--- config.mk ---
export PLATFORM = sky130hd
export DESIGN_NAME = rgb_fade_pwm
export DESIGN_NICKNAME = d
export VERILOG_FILES = /design/src/rtl/rgb_pkg.sv /design/src/rtl/rgb_pwm_channel.sv /design/src/rtl/rgb_fade_pwm.sv
export SDC_FILE = /design/constraint.sdc
export NUM_CORES = 1
export LEC_CHECK = 0
export BUFFER_PORTS_ARGS = -buffer_cell sky130_fd_sc_hd__buf_2
export CAP_MARGIN = 40
export CORE_MARGIN = 8
export CORE_UTILIZATION = 31
export CTS_CLUSTER_DIAMETER = 40
export DETAILED_ROUTE_END_ITERATION = 7
export GPL_ROUTABILITY_DRIVEN = 0
export GPL_TIMING_DRIVEN = 0
export PLACE_DENSITY_LB_ADDON = 0.1
export SLEW_MARGIN = 10
export SYNTH_ARGS = -nofsm -noshare
export SYNTH_HDL_FRONTEND = slang
export SYNTH_SLANG_ARGS = --single-unit
--- constraint.sdc ---
create_clock -name clk -period 3.5 [get_ports clk]
set_input_delay 0.175 -clock clk [delete_from_list [all_inputs] [get_ports clk]]
set_output_delay 0.175 -clock clk [all_outputs]
set_load 0.005 [all_outputs]
--- src/rtl/rgb_pkg.sv ---
// Shared types and helpers for the RGB fade/PWM drive stage.
package rgb_pkg;

  localparam int LEVEL_W = 8;
  localparam int NUM_CH  = 3;

  typedef struct packed {
    logic [7:0] r;
    logic [7:0] g;
    logic [7:0] b;
  } rgb_t;

  typedef enum logic {IDLE, FADING} fade_state_t;

  // One fade step: move by 1 toward the target, hold when already there.
  function automatic logic [LEVEL_W-1:0] step_toward(input logic [LEVEL_W-1:0] cur,
                                                     input logic [LEVEL_W-1:0] tgt);
    if (cur < tgt)      return cur + 8'd1;
    else if (cur > tgt) return cur - 8'd1;
    else                return cur;
  endfunction

endpackage

--- src/rtl/rgb_pwm_channel.sv ---
// One LED channel: shadow duty latched at period start, registered compare output.
module rgb_pwm_channel
  import rgb_pkg::*;
(
  input  logic               clk,
  input  logic               rst_n,
  input  logic               period_start,
  input  logic [LEVEL_W-1:0] pwm_cnt,
  input  logic [LEVEL_W-1:0] level,
  output logic               pwm_out
);

  logic [LEVEL_W-1:0] duty_q;

  // Duty only changes on the 255->0 edge so a period is never cut short or stretched.
  always_ff @(posedge clk) begin
    if (!rst_n) begin
      duty_q  <= '0;
      pwm_out <= 1'b0;
    end else begin
      if (period_start) duty_q <= level;
      pwm_out <= (pwm_cnt < duty_q);
    end
  end

endmodule

--- src/rtl/rgb_fade_pwm.sv ---
// RGB fade engine: accepts target colours, ramps levels one step per interval,
// and drives three PWM channels sharing one period counter.
module rgb_fade_pwm
  import rgb_pkg::*;
#(
  parameter int PWM_DIV       = 4,
  parameter int STEP_INTERVAL = 12000
) (
  input  logic       clk,
  input  logic       rst_n,
  input  logic       color_valid,
  output logic       color_ready,
  input  logic [7:0] color_r,
  input  logic [7:0] color_g,
  input  logic [7:0] color_b,
  output logic       busy,
  output logic       RGB_R,
  output logic       RGB_G,
  output logic       RGB_B
);

  localparam int PW = (PWM_DIV > 1) ? $clog2(PWM_DIV) : 1;
  localparam int SW = (STEP_INTERVAL > 1) ? $clog2(STEP_INTERVAL) : 1;
  localparam logic [PW-1:0] PRE_LAST  = PW'(PWM_DIV - 1);
  localparam logic [SW-1:0] STEP_LAST = SW'(STEP_INTERVAL - 1);

  fade_state_t state_q, state_d;

  rgb_t                              color_in;
  logic [NUM_CH-1:0][LEVEL_W-1:0]    color_vec;
  logic [NUM_CH-1:0][LEVEL_W-1:0]    level_q, target_q, level_step;
  logic [PW-1:0]                     pre_q;
  logic [LEVEL_W-1:0]                pwm_cnt;
  logic [SW-1:0]                     step_q;
  logic                              accept, step_tick, pre_wrap, period_start, at_target;
  logic [NUM_CH-1:0]                 pwm_out;

  assign color_in     = '{r: color_r, g: color_g, b: color_b};
  assign color_vec    = color_in;   // [2]=r, [1]=g, [0]=b
  assign accept       = color_valid && (state_q == IDLE);
  assign step_tick    = (state_q == FADING) && (step_q == STEP_LAST);
  assign pre_wrap     = (pre_q == PRE_LAST);
  assign period_start = pre_wrap && (pwm_cnt == 8'hFF);
  assign at_target    = (level_step == target_q);

  assign color_ready  = (state_q == IDLE);
  assign busy         = (state_q == FADING);
  assign RGB_R        = pwm_out[2];
  assign RGB_G        = pwm_out[1];
  assign RGB_B        = pwm_out[0];

  // Per-channel candidate level for the next step tick.
  always_comb begin
    level_step = level_q;
    for (int i = 0; i < NUM_CH; i++)
      level_step[i] = step_toward(level_q[i], target_q[i]);
  end

  // FSM state register.
  always_ff @(posedge clk) begin
    if (!rst_n) state_q <= IDLE;
    else        state_q <= state_d;
  end

  // FSM next state: a colour equal to the current levels never starts a fade.
  always_comb begin
    state_d = state_q;
    case (state_q)
      IDLE:    if (accept && (color_vec != level_q)) state_d = FADING;
      FADING:  if (step_tick && at_target)           state_d = IDLE;
      default: state_d = IDLE;
    endcase
  end

  // Targets, step counter and levels; the step counter only runs while fading.
  always_ff @(posedge clk) begin
    if (!rst_n) begin
      target_q <= '0;
      level_q  <= '0;
      step_q   <= '0;
    end else if (accept) begin
      target_q <= color_vec;
      step_q   <= '0;
    end else if (state_q == FADING) begin
      step_q <= step_tick ? '0 : step_q + SW'(1);
      if (step_tick) level_q <= level_step;
    end
  end

  // Free-running prescaler and PWM slot counter, independent of the handshake.
  always_ff @(posedge clk) begin
    if (!rst_n) begin
      pre_q   <= '0;
      pwm_cnt <= '0;
    end else begin
      pre_q <= pre_wrap ? '0 : pre_q + PW'(1);
      if (pre_wrap) pwm_cnt <= pwm_cnt + 8'd1;
    end
  end

  for (genvar ch = 0; ch < NUM_CH; ch++) begin : g_ch
    rgb_pwm_channel u_ch (
      .clk          (clk),
      .rst_n        (rst_n),
      .period_start (period_start),
      .pwm_cnt      (pwm_cnt),
      .level        (level_q[ch]),
      .pwm_out      (pwm_out[ch])
    );
  end

endmodule

==> metrics, run 1 <==
area grow syn2layout=11.83%; RSZ-0062 raised after global routing=no; clock sink count=100; Post-synth EDFFs=0; TritonCTS clock tree=yes; wire length per cell=17.97 um; Clock Latency Late Sink=0.36 ns; Hold Fails Final Rpt=0; Final TNS setup=0 ns; Iteration-0 DRC Markers=383; Slew Viols, Final=0; detailed-route DRC error count=0; Top FF cell, synth=dfxtp_1; Synth top area share=29.22%; die height=164.7 um; top cells by count, synth=nand2_1 (140), dfxtp_1 (100), a21boi_0 (59), inv_1 (59), xnor2_1 (56); Post-Layout Cell Count=1201; ys async rst share=0%; fillers=2407; Yosys reg bits=100; RR Endpoint=busy; max_cap viols=0; most frequent cell after synthesis=nand2_1; Final period util=94.54%; yosys synthesis warning count=0; WL final=21580 um; slowest CP cell=dfxtp_1; post-route ant nets=0; fmax=302.2 MHz; Reg-to-Reg Start=target_q[22]; gr ovfl total=0; outcome=completed; largest net degree at the start of global routing=20; worst IR drop on VDD=195.3 uV; Clk Tree Root Cell=clkbuf_16; Worst Setup End Kind=flop; Max Clock Skew=0.008640 ns; # diodes=0; final setup fails=0; Worst Path Max Fanout=8; Slew HR=45.77%; worst hold slack=0.07573 ns; power density cells=352.3 nW/um^2; DP Cell Count=1188; setup bufs post-CTS=0; number of global-route vias before repair=5844; Arr. time, crit path=3.53 ns; Mapped Nets=956; Hold Path Origin=color_g[0]; Post-Syn Area=6852 um^2; Clock Tree Buf Depth=2; die area=27110 um^2; Mean Syn Cell Area=7.830 um^2; DR vias/cell=5.031; sequential cell area=2002 um^2; via count=6042; Reg clk slew, reported paths=0.08 ns; first-pass GRT wire length=34110 um; post-route minimum period=3.309 ns; HPWL after DPL=16600 um; ranking of synthesized cells by area=dfxtp_1 (29%), ha_1 (9.9%), nand2_1 (7.7%), xnor2_1 (7.2%), a21boi_0 (6.5%); multi-input logic area=4423 um^2; # port buffers=31; initial antenna violation count=0; htree depth=3; # IOs=32; hold-critical path endpoint=target_q[8]; count of different cell masters after synthesis=62; Mapped Cells=875; fraction of layout instances using a drive strength above 1=7.383%; Initial Util=31.49%; total CTS buffers=9; Tot GR Track Use=16.42%; site row count=54; worst slew pin tran=0.8135 ns; drt first pass iters=5; critical path class=reg2reg; register area share after synthesis=29.22%; nets=997; leakage power=2.850 nW; worst hold path type=in2reg; WP data required=3.72 ns; area of the core=21760 um^2; post-synth top area cell=dfxtp_1; crit-path cells=inv_1 -> ha_1 -> nand4_1 -> o21ai_1 -> or3_1 -> a221o_1 -> mux2i_1 -> o2111ai_1 -> nor4_1 -> o2111a_1 -> a31oi_1; crit-path max cell delay=0.56 ns; hold path depth=3; Die Width=164.7 um; startpoint types=flop; CTS hold repair buffers=0; reg2reg setup slack=0.19 ns; FF-to-FF path depth=11
==> power breakdown <==
group,internal [mW],switching [mW]
sequential,1.16,0.0282
clock,0.502,0.515
combinational,0.189,0.304
total,1.85,0.848
==> area by class of cell <==
| class | count | area share [%] |
|---|---|---|
| multi-input combinational | 663 | 57.72 |
| sequential | 100 | 26.13 |
| tap | 280 | 4.572 |
| clock buffer | 9 | 2.939 |
| inverter | 59 | 2.890 |
| buffer | 50 | 2.645 |
| timing repair buffer | 33 | 2.188 |
| clock inverter | 7 | 0.9144 |
==> logic make-up (layout without fill, tap and decap cells) <==
family	Yosys count	in the layout	synth area share, %
compound gates	189	189	18.65
fa+ha+maj	54	54	9.861
xor+xnor	89	89	11.38
buf+inv	112	158	6.318
simple gates	321	321	23.08
mux	10	10	1.497
flops	100	100	29.22
==> layer usage <==
metal | track usage [%] | wire [um] | vias to the layer above
li1 | - | - | 3091
met1 | 22.74 | 10690 | 2813
met2 | 25.93 | 9846 | 117
met3 | 2.617 | 729 | 21
met4 | 4.341 | 320 | 0
met5 | 0 | 0 | -
==> worst max path at each step <==
stage	from	to	slack, ns	cells after the start
2_1_floorplan	level_q[0]	busy	0.79	13
3_3_place_gp	target_q[22]	busy	-0.11	11
3_5_place_dp	target_q[22]	busy	0.06	12
4_1_cts	level_q[0]	busy	0.04	12
5_1_grt	level_q[0]	busy	0.06	13
6_report	target_q[22]	busy	0.19	11
==> state kept, by name, indices dropped and copies added (netlist names) <==
register           count
target_q              24
g_ch.u_ch.pwm_out      3
step_q                14
g_ch.u_ch.duty_q      24
pre_q                  2
busy                   1
pwm_cnt                8
level_q               24
==> layout by cell type (no fill, tap or decap), types with 21 or more instances in the layout <==
cell type / count
dfxtp_1: 100
a21boi_0: 59
clkbuf_1: 43
buf_2: 36
xnor2_1: 56
nor2_1: 35
nand3_1: 21
ha_1: 54
inv_1: 59
nand2_1: 140
xor2_1: 33
o21ai_0: 37
a21oi_1: 26
==> worst max-delay path, delay by kind of cell, from the launching register on <==
kind / cells / cell delay (ns)
flip-flops: 1 / 0.56
AND/OR/NAND/NOR: 3 / 0.99
buffers and inverters: 1 / 0.08
multiplexers: 1 / 0.20
adder cells (fa/ha/maj): 1 / 0.31
AO/OA/AOI/OAI: 5 / 1.02
==> per-stage QoR <==
step           util, %  total power, mW  setup WS [ns]  cell area, um^2
4_1_cts          35.26            2.747        0.04453             7671
2_1_floorplan        -            1.543         0.7875             6852
5_1_grt          35.22            2.838        0.06259             7662
6_report         35.22            2.699         0.1913             7662
3_5_place_dp     33.90            1.708        0.06247             7376
3_3_place_gp     33.82            1.710        -0.1095             7357
==> repair_timing <==
| action | CTS | global route |
|---|---|---|
| gates resized for setup | 0 | 5 |
| hold endpoints to repair | 0 | 0 |
| setup endpoints to repair | 0 | 1 |
Note: power is estimated with default switching activity, not from simulation.
==> run 2: changes to the inputs <==
--- a/config.mk
+++ b/config.mk
@@ -17,4 +17,5 @@
 export SLEW_MARGIN = 10
 export SYNTH_ARGS = -nofsm -noshare
 export SYNTH_HDL_FRONTEND = slang
+export SYNTH_HIERARCHICAL = 1
 export SYNTH_SLANG_ARGS = --single-unit
==> run 2 against run 1 <==
Maximum frequency is 4.1% higher. Clock skew hardly changed. Clock power hardly changed. Die area is 3.0% lower. Sequential share of layout area is 0.78 points higher. Cell count is 6.3% lower. Design area is 2.9% lower. Global-route usage is 1.0 points lower. Highest routed layer unchanged.
==> metrics, run 2 <==
outcome=completed; Reg clk slew, reported paths=0.07 ns; htree depth=3; worst IR drop on VDD=216.4 uV; nets=926; register area share after synthesis=30.21%; worst hold slack=0.08047 ns; Post-Syn Area=6628 um^2; Final period util=90.82%; Synth top area share=30.21%; yosys synthesis warning count=6; worst slew pin tran=0.7685 ns; DR vias/cell=4.908; most frequent cell after synthesis=dfxtp_1; ranking of synthesized cells by area=dfxtp_1 (30%), ha_1 (10%), xnor2_1 (7.3%), nand2_1 (5.3%), xor2_1 (4.9%); Mean Syn Cell Area=8.264 um^2; reg2reg setup slack=0.32 ns; clock sink count=100; Mapped Cells=802; largest net degree at the start of global routing=18; Post-Layout Cell Count=1125; crit-path cells=clkbuf_1 -> inv_1 -> ha_1 -> nor2b_1 -> o211ai_2 -> a21oi_2 -> nor2_1 -> buf_2 -> o41ai_1 -> o2111ai_1 -> nor4_2 -> a21oi_1; Initial Util=31.53%; final setup fails=0; commonest non-fill, non-tap cell in the layout=dfxtp_1; site row count=53; post-route ant nets=0; Slew HR=48.77%; fillers=2209; Post-synth EDFFs=0; RSZ-0062 raised after global routing=no; Top FF cell, synth=dfxtp_1; Final TNS setup=0 ns; # port buffers=31; # diodes=0; Worst Path Max Fanout=10; worst hold path type=in2reg; fraction of layout instances using a drive strength above 1=10.47%; # IOs=32; Worst Setup End Kind=flop; Iteration-0 DRC Markers=277; Hold Fails Final Rpt=0; DP Cell Count=1109; Yosys reg bits=100; number of global-route vias before repair=5495; Clock Tree Buf Depth=2; wire length per cell=17.51 um; total CTS buffers=9; max_cap viols=0; slowest CP cell=o41ai_1; Clk Tree Root Cell=clkbuf_16; crit-path max cell delay=0.58 ns; area grow syn2layout=12.25%; first-pass GRT wire length=31330 um; WL final=19700 um; most frequent cells in the layout=dfxtp_1 (100), nand2_1 (94), nor2_1 (67); initial antenna violation count=0; leakage power=2.860 nW; Slew Viols, Final=0; power density cells=358.0 nW/um^2; Tot GR Track Use=15.39%; Clock Latency Late Sink=0.36 ns; TritonCTS clock tree=yes; die height=162.2 um; HPWL after DPL=15600 um; ys async rst share=0%; via count=5521; WP data required=3.73 ns; Arr. time, crit path=3.40 ns; fmax=314.6 MHz; post-route minimum period=3.179 ns; gr ovfl total=0; Max Clock Skew=0.008718 ns; Die Width=162.2 um; area of the core=21020 um^2; post-synth top area cell=dfxtp_1; detailed-route DRC error count=0; count of different cell masters after synthesis=66; critical path class=reg2reg; die area=26310 um^2; drt first pass iters=4; Tot Pwr=2.664 mW; setup bufs post-CTS=0; startpoint types=flop; biggest regs=g_ch.u_ch/duty_q (24), level_q (24), target_q (24); top cells by count, synth=dfxtp_1 (100), nand2_1 (94), nor2_1 (67), xnor2_1 (55), ha_1 (54); Mapped Nets=883
[run 2: cell types whose count changed in the layout (fill, tap and decap cells not counted), moves of 7 or more]
cell      change
nand2_1      -46
a21boi_0     -33
nor2_1       +32
mux2i_1      +20
o21ai_0      -20
clkbuf_1     -17
a21o_1       -14
or3_1        -10
a31oi_1       -8
buf_2         +7
[run 2: what timing repair did]
action	4_1_cts	5_1_grt
hold buffers	0	0
resized for setup	0	2
endpoints found under the setup margin	0	1
[run 2: cell type report]
type                    count  area, um^2  area share [%]
repair buffers             32       166.4           2.237
multi-input cells         606        4243           57.03
inverters                  56       210.2           2.825
well taps                 275       344.1           4.625
plain buffers              40       173.9           2.338
flip-flops and latches    100        2002           26.91
clock buffers               9       225.2           3.027
clock inverters             7       75.07           1.009
[run 2: where the power goes]
group          internal [mW]  total [mW]  switching, mW
Clock                  0.557        1.04          0.478
Combinational          0.169       0.449          0.280
Sequential              1.16        1.18         0.0206
Total                   1.88        2.66          0.779
[run 2: critical path: cells and delay by family (launching register included)]
kind            cells  cell delay, ns
compound gates      5            1.27
fa+ha+maj           1            0.22
buf+inv             3            0.67
flops               1            0.37
simple gates        3            0.51
[run 2: stage by stage]
step | worst slack [ns] | cell area, um^2 | utilization (%)
floorplan | 0.9046 | 6628 | -
global placement | 0.1721 | 7127 | 33.90
detailed placement | 0.2218 | 7138 | 33.96
CTS | 0.2061 | 7438 | 35.38
global route | 0.1237 | 7440 | 35.39
finish | 0.3212 | 7440 | 35.39
[run 2: logic make-up after synthesis]
group	count (synthesis)	share of synthesized area, %
xor+xnor	92	12.16
simple gates	292	22.13
compound gates	140	15.31
flops	100	30.21
buf+inv	96	5.777
fa+ha+maj	54	10.19
mux	28	4.229
[run 2: per-layer routing]
layer,vias to the layer above,track usage (%),routed length (um)
met5,-,0,0
met3,23,3.543,818
li1,2848,-,-
met2,94,24.34,8687
met1,2556,20.54,9838
met4,0,4.251,360
[run 2: worst paths after layout]
| path | from | cells past startpoint | end |
|---|---|---|---|
| worst max-delay path | level_q[0] | 12 | busy |
| worst max register to register | level_q[0] | 12 | busy |
| worst min register to register | pre_q[0] | 1 | pre_q[0] |
| worst min-delay path | color_r[4] | 3 | target_q[20] |
==> run 3: changes to the inputs <==
--- a/config.mk
+++ b/config.mk
@@ -14,6 +14,7 @@
 export GPL_ROUTABILITY_DRIVEN = 0
 export GPL_TIMING_DRIVEN = 0
 export PLACE_DENSITY_LB_ADDON = 0.1
+export REMOVE_ABC_BUFFERS = 1
 export SLEW_MARGIN = 10
 export SYNTH_ARGS = -nofsm -noshare
 export SYNTH_HDL_FRONTEND = slang
==> run 3 against run 2 <==
Sequential share of layout area up 0.36 points. Largest cell class unchanged. Clock power shrank 5%. Design area shrank 1.3%.
==> metrics, run 3 (synthesis gave the netlist of run 2 again) <==
outcome=completed; Slew HR=46.33%; clock sink count=100; Iteration-0 DRC Markers=251; Reg clk slew, reported paths=0.07 ns; DR vias/cell=5.017; worst hold path type=in2reg; Final period util=92.93%; # IOs=32; die area=26310 um^2; biggest regs=g_ch.u_ch/duty_q (24), level_q (24), target_q (24); nets=890; fillers=2201; DP Area=7053 um^2; Initial Util=31.53%; RR Endpoint=busy; post-route minimum period=3.253 ns; Final Cell Area=7342 um^2; area of the core=21020 um^2; die height=162.2 um; multi-input logic area=4267 um^2; commonest non-fill, non-tap cell in the layout=dfxtp_1; worst IR drop on VDD=214.3 uV; Clk Tree Root Cell=clkbuf_16; Reg-to-Reg Start=level_q[0]; startpoint types=flop; Arr. time, crit path=3.49 ns; FF-to-FF path depth=12; initial antenna violation count=0; Clock Tree Buf Depth=2; HPWL after DPL=14060 um; total CTS buffers=9; area grow syn2layout=10.78%; site row count=53; Max Clock Skew=0.009274 ns; Clock Latency Late Sink=0.36 ns; most frequent cells in the layout=dfxtp_1 (100), nand2_1 (94), nor2_1 (65); fraction of layout instances using a drive strength above 1=9.951%; wire length per cell=16.99 um; CP endpoint=busy; reg2reg setup slack=0.25 ns; post-route ant nets=0; Worst Path Max Fanout=8; TritonCTS clock tree=yes; # port buffers=31; Final TNS setup=0 ns; final setup fails=0; Tot GR Track Use=14.44%; drt first pass iters=7; fmax=307.5 MHz; detailed-route DRC error count=0; critical path class=reg2reg; sequential cell area=2002 um^2; setup bufs post-CTS=0; gr ovfl total=0; RSZ-0062 raised after global routing=no; number of global-route vias before repair=5513; Die Width=162.2 um; # diodes=0; max_cap viols=0; power density cells=355.7 nW/um^2; WL final=18510 um; Hold Fails Final Rpt=0; crit path from=level_q[0]; htree depth=3; Worst Setup End Kind=flop; leakage power=2.811 nW; worst slew pin tran=0.8051 ns; largest net degree at the start of global routing=44; WP data required=3.74 ns; first-pass GRT wire length=30090 um; via count=5464; Slew Viols, Final=0
run 3: cell type report:
type,count,area share (%)
Clock buffer,11,3.306
Clock inverter,5,0.5965
Inverter,56,2.863
Multi-Input combinational cell,606,58.11
Sequential cell,100,27.27
Tap cell,275,4.686
Timing Repair Buffer,36,3.170
run 3: how the worst min path moves through the flow:
stage | from | endpoint | slack, ns | cells past startpoint
6_report | color_b[1] | target_q[1] | 0.08 | 3
5_1_grt | color_g[7] | target_q[15] | 0.09 | 3
4_1_cts | color_g[6] | target_q[14] | 0.07 | 3
3_5_place_dp | pre_q[0] | pre_q[0] | 0.42 | 1
3_3_place_gp | pre_q[0] | pre_q[0] | 0.41 | 1
2_1_floorplan | rst_n | level_q[8] | 0.29 | 1
run 3: what timing repair did:
action | in CTS | in global routing
hold buffers | 0 | 0
endpoints found under the setup margin | 0 | 1
resized for setup | 0 | 1
run 3: metal layers:
metal	vias up	routed length (um)	track usage, %
li1	2777	-	-
met1	2582	9079	19.08
met2	79	8453	22.77
met3	26	611	2.733
met4	0	363	5.724
met5	-	0	0
run 3: worst max-delay path, stage by stage, from the launching register on:
cell	delay, ns
dfxtp_1	0.59
inv_1	0.18
ha_1	0.23
nor2b_1	0.13
o211ai_2	0.10
a21oi_2	0.23
nor2_2	0.12
buf_4	0.21
o311ai_0	0.57
and3b_1	0.26
o2111ai_1	0.13
nor4_2	0.25
a21oi_1	0.12
run 3: power breakdown:
group | switching, mW | internal [mW] | total, mW
clock | 0.475 | 0.512 | 0.986
combinational | 0.273 | 0.171 | 0.444
sequential | 0.0231 | 1.16 | 1.18
total | 0.771 | 1.84 | 2.61
run 3: stage by stage:
stage	hold slack [ns]	utilization, %	std cells	total power [mW]	worst slack [ns]
global placement	0.4105	33.08	1068	1.635	0.02219
finish	0.08453	34.93	1089	2.612	0.2475
detailed placement	0.4201	33.55	1073	1.649	0.2142
floorplan	0.2925	-	762	1.497	0.7509
global route	0.08854	34.93	1089	2.754	0.001640
CTS	0.07066	34.91	1089	2.656	0.1934
